--- src/rtl/display_pkg.sv ---
// Shared 640x480@60 timing constants and the bot display-state record for the
// display timing generator.
package display_pkg;

  localparam int unsigned CNT_W    = 12;
  localparam int unsigned CLK_DIV  = 4;
  localparam int unsigned PIPE_DLY = 2;

  localparam int unsigned H_ACTIVE = 640;
  localparam int unsigned H_FP     = 16;
  localparam int unsigned H_SYNC   = 96;
  localparam int unsigned H_BP     = 48;
  localparam int unsigned H_TOTAL  = H_ACTIVE + H_FP + H_SYNC + H_BP;
  localparam int unsigned HS_START = H_ACTIVE + H_FP;
  localparam int unsigned HS_END   = HS_START + H_SYNC;

  localparam int unsigned V_ACTIVE = 480;
  localparam int unsigned V_FP     = 10;
  localparam int unsigned V_SYNC   = 2;
  localparam int unsigned V_BP     = 33;
  localparam int unsigned V_TOTAL  = V_ACTIVE + V_FP + V_SYNC + V_BP;
  localparam int unsigned VS_START = V_ACTIVE + V_FP;
  localparam int unsigned VS_END   = VS_START + V_SYNC;

  localparam logic SYNC_POL      = 1'b0;
  localparam logic SYNC_INACTIVE = ~SYNC_POL;

  typedef struct packed {
    logic [7:0] loc_x;
    logic [7:0] loc_y;
    logic [7:0] bot_info;
  } bot_state_t;

endpackage

--- src/rtl/sync_delay_line.sv ---
// Clk-rate shift register that lines video_on/syncs up with the renderer
// pipeline; DEPTH of zero is a plain wire.
module sync_delay_line #(
  parameter int unsigned      WIDTH     = 3,
  parameter int unsigned      DEPTH     = 2,
  parameter logic [WIDTH-1:0] RESET_VAL = '0
) (
  input  logic             clk,
  input  logic             reset_n,
  input  logic [WIDTH-1:0] d,
  output logic [WIDTH-1:0] q
);

  if (DEPTH == 0) begin : g_bypass
    logic unused_bypass;
    assign unused_bypass = ^{clk, reset_n};
    assign q = d;
  end else begin : g_pipe
    logic [WIDTH-1:0] stage_q [DEPTH];

    always_ff @(posedge clk or negedge reset_n) begin
      if (!reset_n) begin
        for (int i = 0; i < DEPTH; i++) begin
          stage_q[i] <= RESET_VAL;
        end
      end else begin
        stage_q[0] <= d;
        for (int i = 1; i < DEPTH; i++) begin
          stage_q[i] <= stage_q[i-1];
        end
      end
    end

    assign q = stage_q[DEPTH-1];
  end

endmodule

--- src/rtl/display_timing_gen.sv ---
// VGA scan timing (pixel divider, h/v counters, delayed syncs) plus the bot-state
// shadow registers, which only change at the start of vertical blank.
module display_timing_gen #(
  parameter int unsigned CLK_DIV  = display_pkg::CLK_DIV,
  parameter int unsigned H_ACTIVE = display_pkg::H_ACTIVE,
  parameter int unsigned H_FP     = display_pkg::H_FP,
  parameter int unsigned H_SYNC   = display_pkg::H_SYNC,
  parameter int unsigned H_BP     = display_pkg::H_BP,
  parameter int unsigned V_ACTIVE = display_pkg::V_ACTIVE,
  parameter int unsigned V_FP     = display_pkg::V_FP,
  parameter int unsigned V_SYNC   = display_pkg::V_SYNC,
  parameter int unsigned V_BP     = display_pkg::V_BP,
  parameter logic        SYNC_POL = display_pkg::SYNC_POL,
  parameter int unsigned PIPE_DLY = display_pkg::PIPE_DLY
) (
  input  logic                           clk,
  input  logic                           reset_n,
  output logic                           pix_tick,
  output logic [display_pkg::CNT_W-1:0]  pixel_column,
  output logic [display_pkg::CNT_W-1:0]  pixel_row,
  output logic                           video_on,
  output logic                           horiz_sync,
  output logic                           vert_sync,
  output logic                           frame_start,
  input  logic [7:0]                     LocX_in,
  input  logic [7:0]                     LocY_in,
  input  logic [7:0]                     BotInfo_in,
  input  logic                           upd_req,
  output logic                           upd_ack,
  output logic [7:0]                     LocX_reg,
  output logic [7:0]                     LocY_reg,
  output logic [7:0]                     BotInfo_reg
);

  localparam int unsigned CntW = display_pkg::CNT_W;
  localparam int unsigned DivW = (CLK_DIV > 1) ? $clog2(CLK_DIV) : 1;

  localparam logic [DivW-1:0] DivLast     = DivW'(CLK_DIV - 1);
  localparam logic [CntW-1:0] HActive     = CntW'(H_ACTIVE);
  localparam logic [CntW-1:0] HLast       = CntW'(H_ACTIVE + H_FP + H_SYNC + H_BP - 1);
  localparam logic [CntW-1:0] HsStart     = CntW'(H_ACTIVE + H_FP);
  localparam logic [CntW-1:0] HsEnd       = CntW'(H_ACTIVE + H_FP + H_SYNC);
  localparam logic [CntW-1:0] VActive     = CntW'(V_ACTIVE);
  localparam logic [CntW-1:0] VActiveLast = CntW'(V_ACTIVE - 1);
  localparam logic [CntW-1:0] VLast       = CntW'(V_ACTIVE + V_FP + V_SYNC + V_BP - 1);
  localparam logic [CntW-1:0] VsStart     = CntW'(V_ACTIVE + V_FP);
  localparam logic [CntW-1:0] VsEnd       = CntW'(V_ACTIVE + V_FP + V_SYNC);
  localparam logic            SyncInactive = ~SYNC_POL;

  logic [DivW-1:0] div_q, div_d;
  logic [CntW-1:0] h_q, h_d, v_q, v_d;
  logic            frame_start_q, frame_start_d;

  display_pkg::bot_state_t bot_in, pend_q, pend_d, disp_q, disp_d;
  logic                    pend_valid_q, pend_valid_d;

  logic video_raw, hs_raw, vs_raw;

  // Scan counters
  assign pix_tick = (div_q == DivLast);

  always_comb begin
    div_d         = pix_tick ? '0 : div_q + 1'b1;
    h_d           = h_q;
    v_d           = v_q;
    frame_start_d = 1'b0;
    if (pix_tick) begin
      if (h_q == HLast) begin
        h_d           = '0;
        v_d           = (v_q == VLast) ? '0 : v_q + 1'b1;
        frame_start_d = (v_q == VActiveLast);
      end else begin
        h_d = h_q + 1'b1;
      end
    end
  end

  always_ff @(posedge clk or negedge reset_n) begin
    if (!reset_n) begin
      div_q         <= '0;
      h_q           <= '0;
      v_q           <= '0;
      frame_start_q <= 1'b0;
    end else begin
      div_q         <= div_d;
      h_q           <= h_d;
      v_q           <= v_d;
      frame_start_q <= frame_start_d;
    end
  end

  assign pixel_column = h_q;
  assign pixel_row    = v_q;
  assign frame_start  = frame_start_q;

  // Raw video/sync, delayed to match the renderer latency
  assign video_raw = (h_q < HActive) && (v_q < VActive);
  assign hs_raw    = ((h_q >= HsStart) && (h_q < HsEnd)) ? SYNC_POL : SyncInactive;
  assign vs_raw    = ((v_q >= VsStart) && (v_q < VsEnd)) ? SYNC_POL : SyncInactive;

  sync_delay_line #(
    .WIDTH     (3),
    .DEPTH     (PIPE_DLY),
    .RESET_VAL ({1'b0, SyncInactive, SyncInactive})
  ) u_sync_delay (
    .clk     (clk),
    .reset_n (reset_n),
    .d       ({video_raw, hs_raw, vs_raw}),
    .q       ({video_on, horiz_sync, vert_sync})
  );

  // Update handshake; a request landing on the commit cycle bypasses pending
  assign bot_in = {LocX_in, LocY_in, BotInfo_in};

  always_comb begin
    pend_d       = pend_q;
    pend_valid_d = pend_valid_q;
    disp_d       = disp_q;
    upd_ack      = 1'b0;
    if (upd_req) begin
      pend_d       = bot_in;
      pend_valid_d = 1'b1;
    end
    if (frame_start_q && (upd_req || pend_valid_q)) begin
      disp_d       = upd_req ? bot_in : pend_q;
      pend_valid_d = 1'b0;
      upd_ack      = 1'b1;
    end
  end

  always_ff @(posedge clk or negedge reset_n) begin
    if (!reset_n) begin
      pend_q       <= '0;
      pend_valid_q <= 1'b0;
      disp_q       <= '0;
    end else begin
      pend_q       <= pend_d;
      pend_valid_q <= pend_valid_d;
      disp_q       <= disp_d;
    end
  end

  assign LocX_reg    = disp_q.loc_x;
  assign LocY_reg    = disp_q.loc_y;
  assign BotInfo_reg = disp_q.bot_info;

endmodule
--- config.mk ---
export PLATFORM = sky130hd
export DESIGN_NAME = display_timing_gen
export DESIGN_NICKNAME = d
export VERILOG_FILES = /design/src/rtl/display_pkg.sv /design/src/rtl/sync_delay_line.sv /design/src/rtl/display_timing_gen.sv
export SDC_FILE = /design/constraint.sdc
export NUM_CORES = 1
export LEC_CHECK = 0
export BUFFER_PORTS_ARGS = -buffer_cell sky130_fd_sc_hd__buf_2
export CAP_MARGIN = 20
export CELL_PAD_IN_SITES_DETAIL_PLACEMENT = 0
export CELL_PAD_IN_SITES_GLOBAL_PLACEMENT = 2
export CORE_ASPECT_RATIO = 0.5
export CORE_UTILIZATION = 38
export DETAILED_ROUTE_END_ITERATION = 12
export PLACE_DENSITY_LB_ADDON = 0.1
export SLEW_MARGIN = 30
export SYNTH_ARGS = -nofsm -noshare
export SYNTH_HDL_FRONTEND = slang
export SYNTH_SLANG_ARGS = --single-unit
--- constraint.sdc ---
create_clock -name clk -period 4.6 [get_ports clk]
set_clock_uncertainty 0.1 [all_clocks]
set_input_delay 0.46 -clock clk [delete_from_list [all_inputs] [get_ports clk]]
set_output_delay 0.46 -clock clk [all_outputs]
set_load 0.01 [all_outputs]
==> metrics.cfg <==
[run_status]
status = finished, violations left
violations = DRC

[floorplan]
initial_utilization_pct = 39.4
rows = 24
fp.dieW_um = 137
dieArea_um2 = 9510
fp.coreArea_um2 = 8770
die_y_um = 69.5
io_pins = 81

[synthesis]
synth_top_family_by_area = multiplexers
synth-seq-area-share_pct = 59.5
synth_ff_type = dfrtp_1
synth_most_common_cell = dfrtp_1
synth.top_cells.by_area = dfrtp_1, mux2_2, dfstp_2
synthTopCellsByCount = dfrtp_1, mux2_2, nand3_1
syn_area_per_cell_um2 = 13.3
synth_compound_area_share_pct = 3.62
synthSimpleGateAreaFrac_pct = 13.4
ys_ff_latch = 82
syn_inst = 260
synthMuxAreaShare_pct = 15.9
yosysUniqueCellTypes = 41
synth_xor_area_share_pct = 3.04
synth_top_cell_by_area = dfrtp_1
synth.net_count = 292
syn_area_um2 = 3460
synth_fa_ha_area_share_pct = 1.81
synth_async_sr_flop_share_pct = 100
yosysWarnings = 0
synth.top_cell.area_share_pct = 56.4
synth_edf_count = 0

[timing]
slew_violations = 0
timing.fmax_mhz = 469
rsz0062_at_grt = no
hold_viol = 0
fin_tns_setup_ps = 0
setup_viol = 0
period_share_pct = 46.3
slew_headroom_pct = 50.9
tightestPinTransition_ps = 737
fin_crit_ps = 2130

[clocking]
cts_tree = yes
clock_sinks = 82
htree_levels = 3
clockBufferDepth = 2
clock_latency_ps = 330
numCtsBuffers = 9
clk_pin_slew_ps = 60
cts_resized = 0
post_cts_buffers = 0
root_buffer = clkbuf_16
cts_hold_buf = 0

[detailed_routing]
drtIter0Drc = 153
wl_per_cell_um = 15.2
viasPerCell = 4.87
route.detailed.drc = 1
num_vias = 2263
drt_pass1_iterations = 8
wl_um = 7050
final_antenna_net_count = 0

[cells_and_area]
drive_gt1_share_pct = 46.8
finish.utilization_pct = 48.7
finalInstanceArea_um2 = 4270
nets = 375
largest-register = pend_q
finalNonFillerCells = 465
syn_to_final_growth_pct = 23.4
largest_reg_flops = 24
antennaDiodeCount = 0

[grt]
grt_pass1_wl_um = 12000
grt_overflow = 0
antenna_found_initial = 0
grt_usage_pct = 16.6
grt_max_degree = 83
grt_pass1_vias = 2308

[placement]
portBuffers = 80
place_area_um2 = 3960
dp_hpwl_um = 4940
gp_congestion = 0.740
dp.cells = 449

[power]
max-vdd-ir-drop_mv = 0.207
cellLeakagePower_nw = 2.17
powerDensity_nw_per_um2 = 362

[setup_path]
cp-start-kind = input port
path_cells = buf_2, o21ai_2, inv_1, buf_2
critPathBufInv = 3
critPathRequiredTime_ps = 4040
critPathKind = in -> out
end_kind = primary output
arrival_ps = 1570
cp_top_family = compound AO/OA/AOI/OAI gates
cp_max_fo = 26
cp_common_cell = buf_2
cpPeakStageDelay_ps = 560
slowest_stage = o21ai_2

[min_path]
min_path_type = in -> async

[run]
drv_cap = 0

## layer usage
layer | share of wire [%] | global-route usage, % | routed length [um] | vias up
met4 | 0.99 | 4.40 | 70 | 0
met2 | 45 | 25.6 | 3180 | 64
met3 | 6.6 | 6.14 | 463 | 6
met5 | 0 | 0 | 0 | -
met1 | 47 | 22.0 | 3340 | 1108
li1 | - | - | - | 1085
## final timing paths
kind	cells after the start	slack [ps]	startpoint	end
worst min register to register	0	250	u_sync_delay.g_pipe.stage_q[5]	u_sync_delay.q[2]
max in group asynchronous	1	3830	reset_n	pixel_column[1]
min in group clk	0	250	u_sync_delay.g_pipe.stage_q[5]	u_sync_delay.q[2]
worst min-delay path	1	60	reset_n	BotInfo_reg[6]
worst max register to register	5	2530	div_q[0]	pixel_row[9]
worst max-delay path	4	2470	upd_req	upd_ack
## stage by stage
stage,power [mW],worst slack (ps),hold WS [ps]
after floorplan,0.788,2770,64.4
after global placement,0.817,2380,243
after detailed placement,0.820,2310,241
after CTS,1.56,2450,88.8
after global routing,1.61,2340,115
final,1.55,2470,61.1
## area by class of cell
class / count / area, um^2
Tap cell: 117 / 146
Clock buffer: 10 / 239
Timing Repair Buffer: 81 / 414
Clock inverter: 6 / 72.6
Inverter: 9 / 33.8
Fill cell: 817 / 4500
Sequential cell: 82 / 2060
Multi-Input combinational cell: 160 / 1310
## report_power, final
part           total, mW  switching (mW)  internal (mW)  leakage [nW]
Clock              0.741           0.298          0.443         0.155
Combinational     0.0577          0.0303         0.0274         0.966
Sequential         0.747         0.00480          0.742          1.05
Total               1.55           0.333           1.21          2.17
## kinds of logic after synthesis
group	Yosys count
multiplexers	49
adder cells (fa/ha/maj)	5
AND/OR/NAND/NOR	74
AO/OA/AOI/OAI	20
XOR/XNOR	12
flip-flops	82
buffers and inverters	18
## layout by cell type, fill, tap and decap left out, types with 2 or more instances in the layout
cell type,netlist,final
dfstp_2,4,4
nor2b_1,2,2
o21ai_2,2,2
nand3_1,13,13
buf_2,5,79
ha_1,5,5
nor3_2,5,5
and4_1,2,2
nand2_1,11,11
a21oi_1,4,4
inv_6,0,2
o22ai_1,2,2
o21ai_0,5,5
clkbuf_16,0,9
nor4bb_1,3,3
xnor2_1,3,3
o21ai_1,2,2
xor2_1,9,9
and3_1,3,3
nor3_1,6,6
inv_1,9,9
nand4_2,2,2
nand4_1,6,6
mux2_2,48,48
nor2_1,12,12
dfrtp_1,78,78
(Power assumes the default switching activity.)
